$ cat src/rtl/snow64_lar_scoreboard_pkg.sv
// Shared constants and bundle types for the Snow64 LAR hazard scoreboard.
// Default geometry plus counter-width helper used by the top and its counters.
package snow64_lar_scoreboard_pkg;

    function automatic int cnt_width(int max_pending);
        return $clog2(max_pending + 1);
    endfunction

    localparam int DEF_NUM_LARS    = 16;
    localparam int DEF_NUM_SRC     = 3;
    localparam int DEF_MAX_PENDING = 3;
    localparam int DEF_WB_BYPASS   = 1;
    localparam int DEF_STALL_CNT_W = 16;
    localparam int DEF_IDX_W       = $clog2(DEF_NUM_LARS);
    localparam int DEF_CNT_W       = cnt_width(DEF_MAX_PENDING);

    typedef struct packed {
        logic [DEF_NUM_SRC*DEF_IDX_W-1:0] src_index;
        logic [DEF_NUM_SRC-1:0]           src_used;
        logic                             has_dst;
        logic [DEF_IDX_W-1:0]             dst_index;
    } issue_t;

    typedef struct packed {
        logic                 valid;
        logic [DEF_IDX_W-1:0] index;
    } wb_t;

endpackage

$ cat src/rtl/snow64_lar_pending_counter.sv
// Per-LAR saturating up/down counter of in-flight write-backs.
// A decrement at zero is refused and reported as underflow instead.
module snow64_lar_pending_counter
    import snow64_lar_scoreboard_pkg::*;
#(
    parameter int MAX_PENDING = DEF_MAX_PENDING,
    parameter int CNT_W       = cnt_width(MAX_PENDING)
) (
    input  logic             clk,
    input  logic             rst,
    input  logic             clr,
    input  logic             inc,
    input  logic             dec,
    output logic [CNT_W-1:0] count,
    output logic [CNT_W-1:0] count_nxt,
    output logic             underflow
);

    localparam logic [CNT_W-1:0] MAXC = CNT_W'(MAX_PENDING);

    logic dec_ok;

    assign dec_ok    = dec && (count != '0);
    assign underflow = dec && (count == '0);

    always_comb begin
        count_nxt = count;
        if (clr)
            count_nxt = '0;
        else if (inc && !dec_ok && count != MAXC)
            count_nxt = count + CNT_W'(1);
        else if (dec_ok && !inc)
            count_nxt = count - CNT_W'(1);
    end

    always_ff @(posedge clk) begin
        if (rst)
            count <= '0;
        else
            count <= count_nxt;
    end

endmodule

$ cat src/rtl/snow64_lar_scoreboard.sv
// Snow64 issue-side hazard scoreboard: pending-write counters per LAR,
// combinational issue gating, flush, WB bypass and stall statistics.
module snow64_lar_scoreboard
    import snow64_lar_scoreboard_pkg::*;
#(
    parameter int NUM_LARS    = DEF_NUM_LARS,
    parameter int NUM_SRC     = DEF_NUM_SRC,
    parameter int MAX_PENDING = DEF_MAX_PENDING,
    parameter int WB_BYPASS   = DEF_WB_BYPASS,
    parameter int STALL_CNT_W = DEF_STALL_CNT_W,
    localparam int IDX_W      = $clog2(NUM_LARS),
    localparam int CNT_W      = cnt_width(MAX_PENDING)
) (
    input  logic                     clk,
    input  logic                     rst,
    input  logic                     in_issue_valid,
    input  logic [NUM_SRC*IDX_W-1:0] in_issue_src_index,
    input  logic [NUM_SRC-1:0]       in_issue_src_used,
    input  logic                     in_issue_has_dst,
    input  logic [IDX_W-1:0]         in_issue_dst_index,
    output logic                     out_issue_ready,
    input  logic                     in_wb_valid,
    input  logic [IDX_W-1:0]         in_wb_index,
    input  logic                     in_flush,
    output logic [NUM_LARS-1:0]      out_pending_mask,
    output logic [STALL_CNT_W-1:0]   out_stall_cycles,
    output logic                     out_wb_underflow
);

    localparam logic [CNT_W-1:0] MAXC = CNT_W'(MAX_PENDING);
    localparam logic [CNT_W-1:0] ONE  = CNT_W'(1);

    logic [CNT_W-1:0]   cnt     [NUM_LARS];
    logic [CNT_W-1:0]   cnt_nxt [NUM_LARS];
    logic [IDX_W-1:0]   sidx    [NUM_SRC];
    logic [NUM_LARS-1:0] byp;
    logic [NUM_LARS-1:0] uf;
    logic [NUM_LARS-1:0] mask_nxt;
    logic [NUM_SRC-1:0]  src_hz;
    logic                dst_hz;
    logic                dst_wb;
    logic                fire;

    assign cnt[0]      = '0;
    assign cnt_nxt[0]  = '0;
    assign byp[0]      = 1'b0;
    assign uf[0]       = 1'b0;
    assign mask_nxt[0] = 1'b0;

    // LAR 0 is the hardwired zero register and is never tracked
    for (genvar i = 1; i < NUM_LARS; i++) begin : g_lar
        assign byp[i] = (WB_BYPASS != 0) && in_wb_valid &&
                        (in_wb_index == IDX_W'(i)) && (cnt[i] == ONE);
        assign mask_nxt[i] = (cnt_nxt[i] != '0);

        snow64_lar_pending_counter #(
            .MAX_PENDING (MAX_PENDING),
            .CNT_W       (CNT_W)
        ) u_cnt (
            .clk       (clk),
            .rst       (rst),
            .clr       (in_flush),
            .inc       (fire && in_issue_has_dst &&
                        (in_issue_dst_index == IDX_W'(i))),
            .dec       (in_wb_valid && (in_wb_index == IDX_W'(i))),
            .count     (cnt[i]),
            .count_nxt (cnt_nxt[i]),
            .underflow (uf[i])
        );
    end

    for (genvar s = 0; s < NUM_SRC; s++) begin : g_src
        assign sidx[s]   = in_issue_src_index[s*IDX_W +: IDX_W];
        assign src_hz[s] = in_issue_src_used[s] && (sidx[s] != '0) &&
                           (cnt[sidx[s]] != '0) && !byp[sidx[s]];
    end

    // A full destination frees a slot when its own WB retires this cycle
    assign dst_wb = (WB_BYPASS != 0) && in_wb_valid &&
                    (in_wb_index == in_issue_dst_index);
    assign dst_hz = in_issue_has_dst && (in_issue_dst_index != '0) &&
                    (cnt[in_issue_dst_index] == MAXC) && !dst_wb;

    assign out_issue_ready = !in_flush && (src_hz == '0) && !dst_hz;
    assign fire = in_issue_valid && out_issue_ready && !rst;

    always_ff @(posedge clk) begin
        if (rst) begin
            out_pending_mask <= '0;
            out_stall_cycles <= '0;
            out_wb_underflow <= 1'b0;
        end else begin
            out_pending_mask <= mask_nxt;
            if (in_issue_valid && !out_issue_ready && !in_flush &&
                out_stall_cycles != '1)
                out_stall_cycles <= out_stall_cycles + STALL_CNT_W'(1);
            if (!in_flush && (uf != '0))
                out_wb_underflow <= 1'b1;
        end
    end

endmodule

$ cat config.mk
export PLATFORM = sky130hd
export DESIGN_NAME = snow64_lar_scoreboard
export DESIGN_NICKNAME = d
export VERILOG_FILES = /design/src/rtl/snow64_lar_scoreboard_pkg.sv /design/src/rtl/snow64_lar_pending_counter.sv /design/src/rtl/snow64_lar_scoreboard.sv
export SDC_FILE = /design/constraint.sdc
export NUM_CORES = 1
export LEC_CHECK = 0
export CAP_MARGIN = 20
export CORE_MARGIN = 10
export CORE_UTILIZATION = 25
export CTS_CLUSTER_DIAMETER = 100
export DETAILED_ROUTE_END_ITERATION = 6
export MAX_ROUTING_LAYER = met4
export PLACE_DENSITY = 0.42
export SYNTH_ARGS = -nofsm -noshare
export SYNTH_HDL_FRONTEND = slang
export SYNTH_SLANG_ARGS = --single-unit
$ cat constraint.sdc
create_clock -name clk -period 3.8 [get_ports clk]
set_input_delay 0.57 -clock clk [delete_from_list [all_inputs] [get_ports clk]]
set_output_delay 0.57 -clock clk [all_outputs]
set_load 0.03 [all_outputs]
==> impl_metrics.json <==
{
  "status": "complete, no violations",
  "routabilityCongestion": 0.9488,
  "portBuffers": 61,
  "skew_ns": 0.008391,
  "cts_made_buffers": 9,
  "layout.nets": 971,
  "power_density_nw_per_um2": 245.4,
  "cts_buffer_depth": 2,
  "leakagePower_nw": 2.898,
  "clock_latency_ns": 0.35,
  "root_buffer": "clkbuf_16",
  "synth.area.top_cells": "dfxtp_1 (21%), ha_1 (9.8%), nor2_1 (4.1%)",
  "synth.largest_area_cell": "dfxtp_1",
  "dieArea_um2": 29960,
  "max-cap-violations": 0,
  "fin_cells": 1214,
  "postSynthCellCount": 763,
  "tightestPinTransition_ns": 0.7277,
  "vias_per_cell": 5.190,
  "power_frac_clock_pct": 49.2,
  "numClockSinks": 62,
  "cts_setup_buffers": 0,
  "hold_viol": 0,
  "cts_tree": "yes",
  "slowest_delay_ns": 0.41,
  "power_frac_comb_pct": 17.1,
  "critPathKind": "input port to output pin",
  "ant_nets": 0,
  "cp_data_arrival_time_ns": 3.05,
  "diodes": 0,
  "hp-class": "flip-flop to flip-flop",
  "yosysMostFrequentCell": "nor2_1",
  "dp_hpwl_um": 18560,
  "post-route-period-util_pct": 95.33,
  "setup_violations": 0,
  "maxSlewHeadroom_pct": 51.12,
  "chipWidth_um": 173.1,
  "grt_pass1_vias": 6272,
  "grt_max_degree": 20,
  "drc": 0,
  "end_kind": "output pin",
  "setup_tns_ns": 0,
  "required_ns": 3.23,
  "initial_core_util_pct": 25.65,
  "seq_area_frac_synth_pct": 21.18,
  "total_power_mw": 1.940,
  "report.final.slew_viol_count": 0,
  "async_reset_ff_share_pct": 0,
  "finalWirelength_um": 23180,
  "grt_overflow": 0,
  "dp.cells": 1198,
  "grt_util_all_layers_pct": 15.70,
  "p_sw_share_pct": 28.67,
  "coreArea_um2": 22850,
  "ys_ff_latch": 62,
  "seqPwrFrac_pct": 33.8,
  "path_cells": "clkdlybuf4s50_1, buf_4, or2_4, nor4_1, a41oi_1, a311o_1, nand4_1, buf_4, nand2_2, nor2_2, buf_4, buf_12",
  "period_needed_ns": 3.623,
  "syn-cell-area_um2": 5859,
  "clk_pin_slew_ns": 0.06,
  "cp-start-kind": "input port",
  "irDropWorstVdd_mv": 0.1648,
  "drive_above_1_share_pct": 20.31,
  "route.met2.wl_um": 10510,
  "drt-wirelength-per-cell_um": 19.09,
  "antenna_found_initial": 1,
  "synth_nets": 838,
  "syn_area_per_cell_um2": 7.679,
  "fmax_mhz": 276.0,
  "critical_path.most_common_cell": "buf_4",
  "internal_power_mw": 1.384,
  "cp_max_fo": 6,
  "yosys-top-cells-count": "nor2_1 (64), dfxtp_1 (62), nand2_1 (52)",
  "p_sw_mw": 0.5563,
  "rsz0062_at_grt": "no",
  "dr.pass1.iters": 5,
  "cp_slowest_cell": "nor4_1",
  "yosys_warnings": 0,
  "htreeDepth": 3,
  "met1_length_um": 11140,
  "die_h_um": 173.1,
  "synth_edf_count": 0,
  "highest_layer": "met4",
  "yosys.cell_types.count": 83,
  "io_pins": 63,
  "wl_met3_um": 994,
  "drt-initial-drc-count": 424,
  "yosys_most_used_dff": "dfxtp_1",
  "fp-row-count": 55,
  "via_count": 6301,
  "synth.top_cell.area_share_pct": 21.18,
  "grt_pass1_wl_um": 36690,
  "area_delta_synth_final_pct": 34.96
}
## per-layer routing
| metal | vias up | GRT usage [%] |
|---|---|---|
| met1 | 2978 | 20.35 |
| li1 | 3127 | - |
| met3 | 34 | 2.570 |
| met2 | 162 | 24.46 |
| met4 | 0 | 4.923 |
| met5 | - | - |
## logic make-up after synthesis
kind of cell | Yosys count | synth area share [%]
simple gates | 314 | 29.36
compound gates | 200 | 24.86
buf+inv | 98 | 6.876
flops | 62 | 21.18
fa+ha+maj | 46 | 9.823
mux | 23 | 4.997
xor+xnor | 19 | 2.840
other cells | 1 | 0.06400
## per-stage QoR
stage	hold slack, ns	area (µm²)	util (%)	worst slack [ns]
floorplan	0.4766	5859	-	0.7335
global placement	0.4923	7520	32.91	-0.1976
detailed placement	0.5010	7520	32.91	-0.1389
CTS	0.5163	7850	34.36	0.03043
global route	0.5520	7908	34.61	0.02035
finish	0.4957	7908	34.61	0.1774
## state kept, by name, indices dropped and copies added, names as in the netlist
register / cells
g_lar.u_cnt.count: 30
out_wb_underflow: 1
out_pending_mask: 15
out_stall_cycles: 16
## placed cells by master (no fill, tap or decap), types with 10 or more instances in the layout
master and n:
nand3_1 27, nor3_1 46, inv_1 47, a21oi_1 36, mux2_2 10, a31oi_1 13, ha_1 46, o211ai_1 13
nor2_1 63, nand4_1 16, buf_4 108, clkdlybuf4s50_1 56, and3_1 13, o21ai_0 27, xnor2_1 15, nor2b_1 13
nand2_1 51, dfxtp_1 62, or3_1 12
## layout make-up
cell class	count	area [µm²]
fillers	2463	14940
multi-input cells	603	4263
repair buffers	172	1501
flip-flops and latches	62	1241
well taps	313	391.6
clock buffers	9	225.2
inverters	48	180.2
clock inverters	7	105.1
## power by group through the flow
stage	combinational, mW	sequential, mW	clock [mW]
finish	0.331	0.655	0.954
detailed placement	0.323	0.670	0
global placement	0.328	0.670	0
floorplan	0.147	0.674	0
CTS	0.325	0.655	0.990
global route	0.354	0.655	1.01
## worst max-delay path, delay by kind of cell
family	cells	cell delay [ns]
AND/OR/NAND/NOR	5	1.06
buffers and inverters	5	0.94
AO/OA/AOI/OAI	2	0.48
## worst paths after layout
kind | cells past startpoint | slack, ns | from | to
worst max-delay path | 12 | 0.18 | in_wb_index[1] | out_issue_ready
worst max register to register | 13 | 0.35 | g_lar[8].u_cnt.count[1] | g_lar[10].u_cnt.count[0]
worst min-delay path | 2 | 0.50 | out_wb_underflow | out_wb_underflow
worst min register to register | 2 | 0.50 | out_wb_underflow | out_wb_underflow
## repair_timing
| action | 4_1_cts | 5_1_grt |
|---|---|---|
| hold buffers | 0 | 0 |
| resized for setup | 0 | 15 |
| endpoints found under the setup margin | 0 | 12 |
No activity file was read; power rests on OpenSTA's default activity.
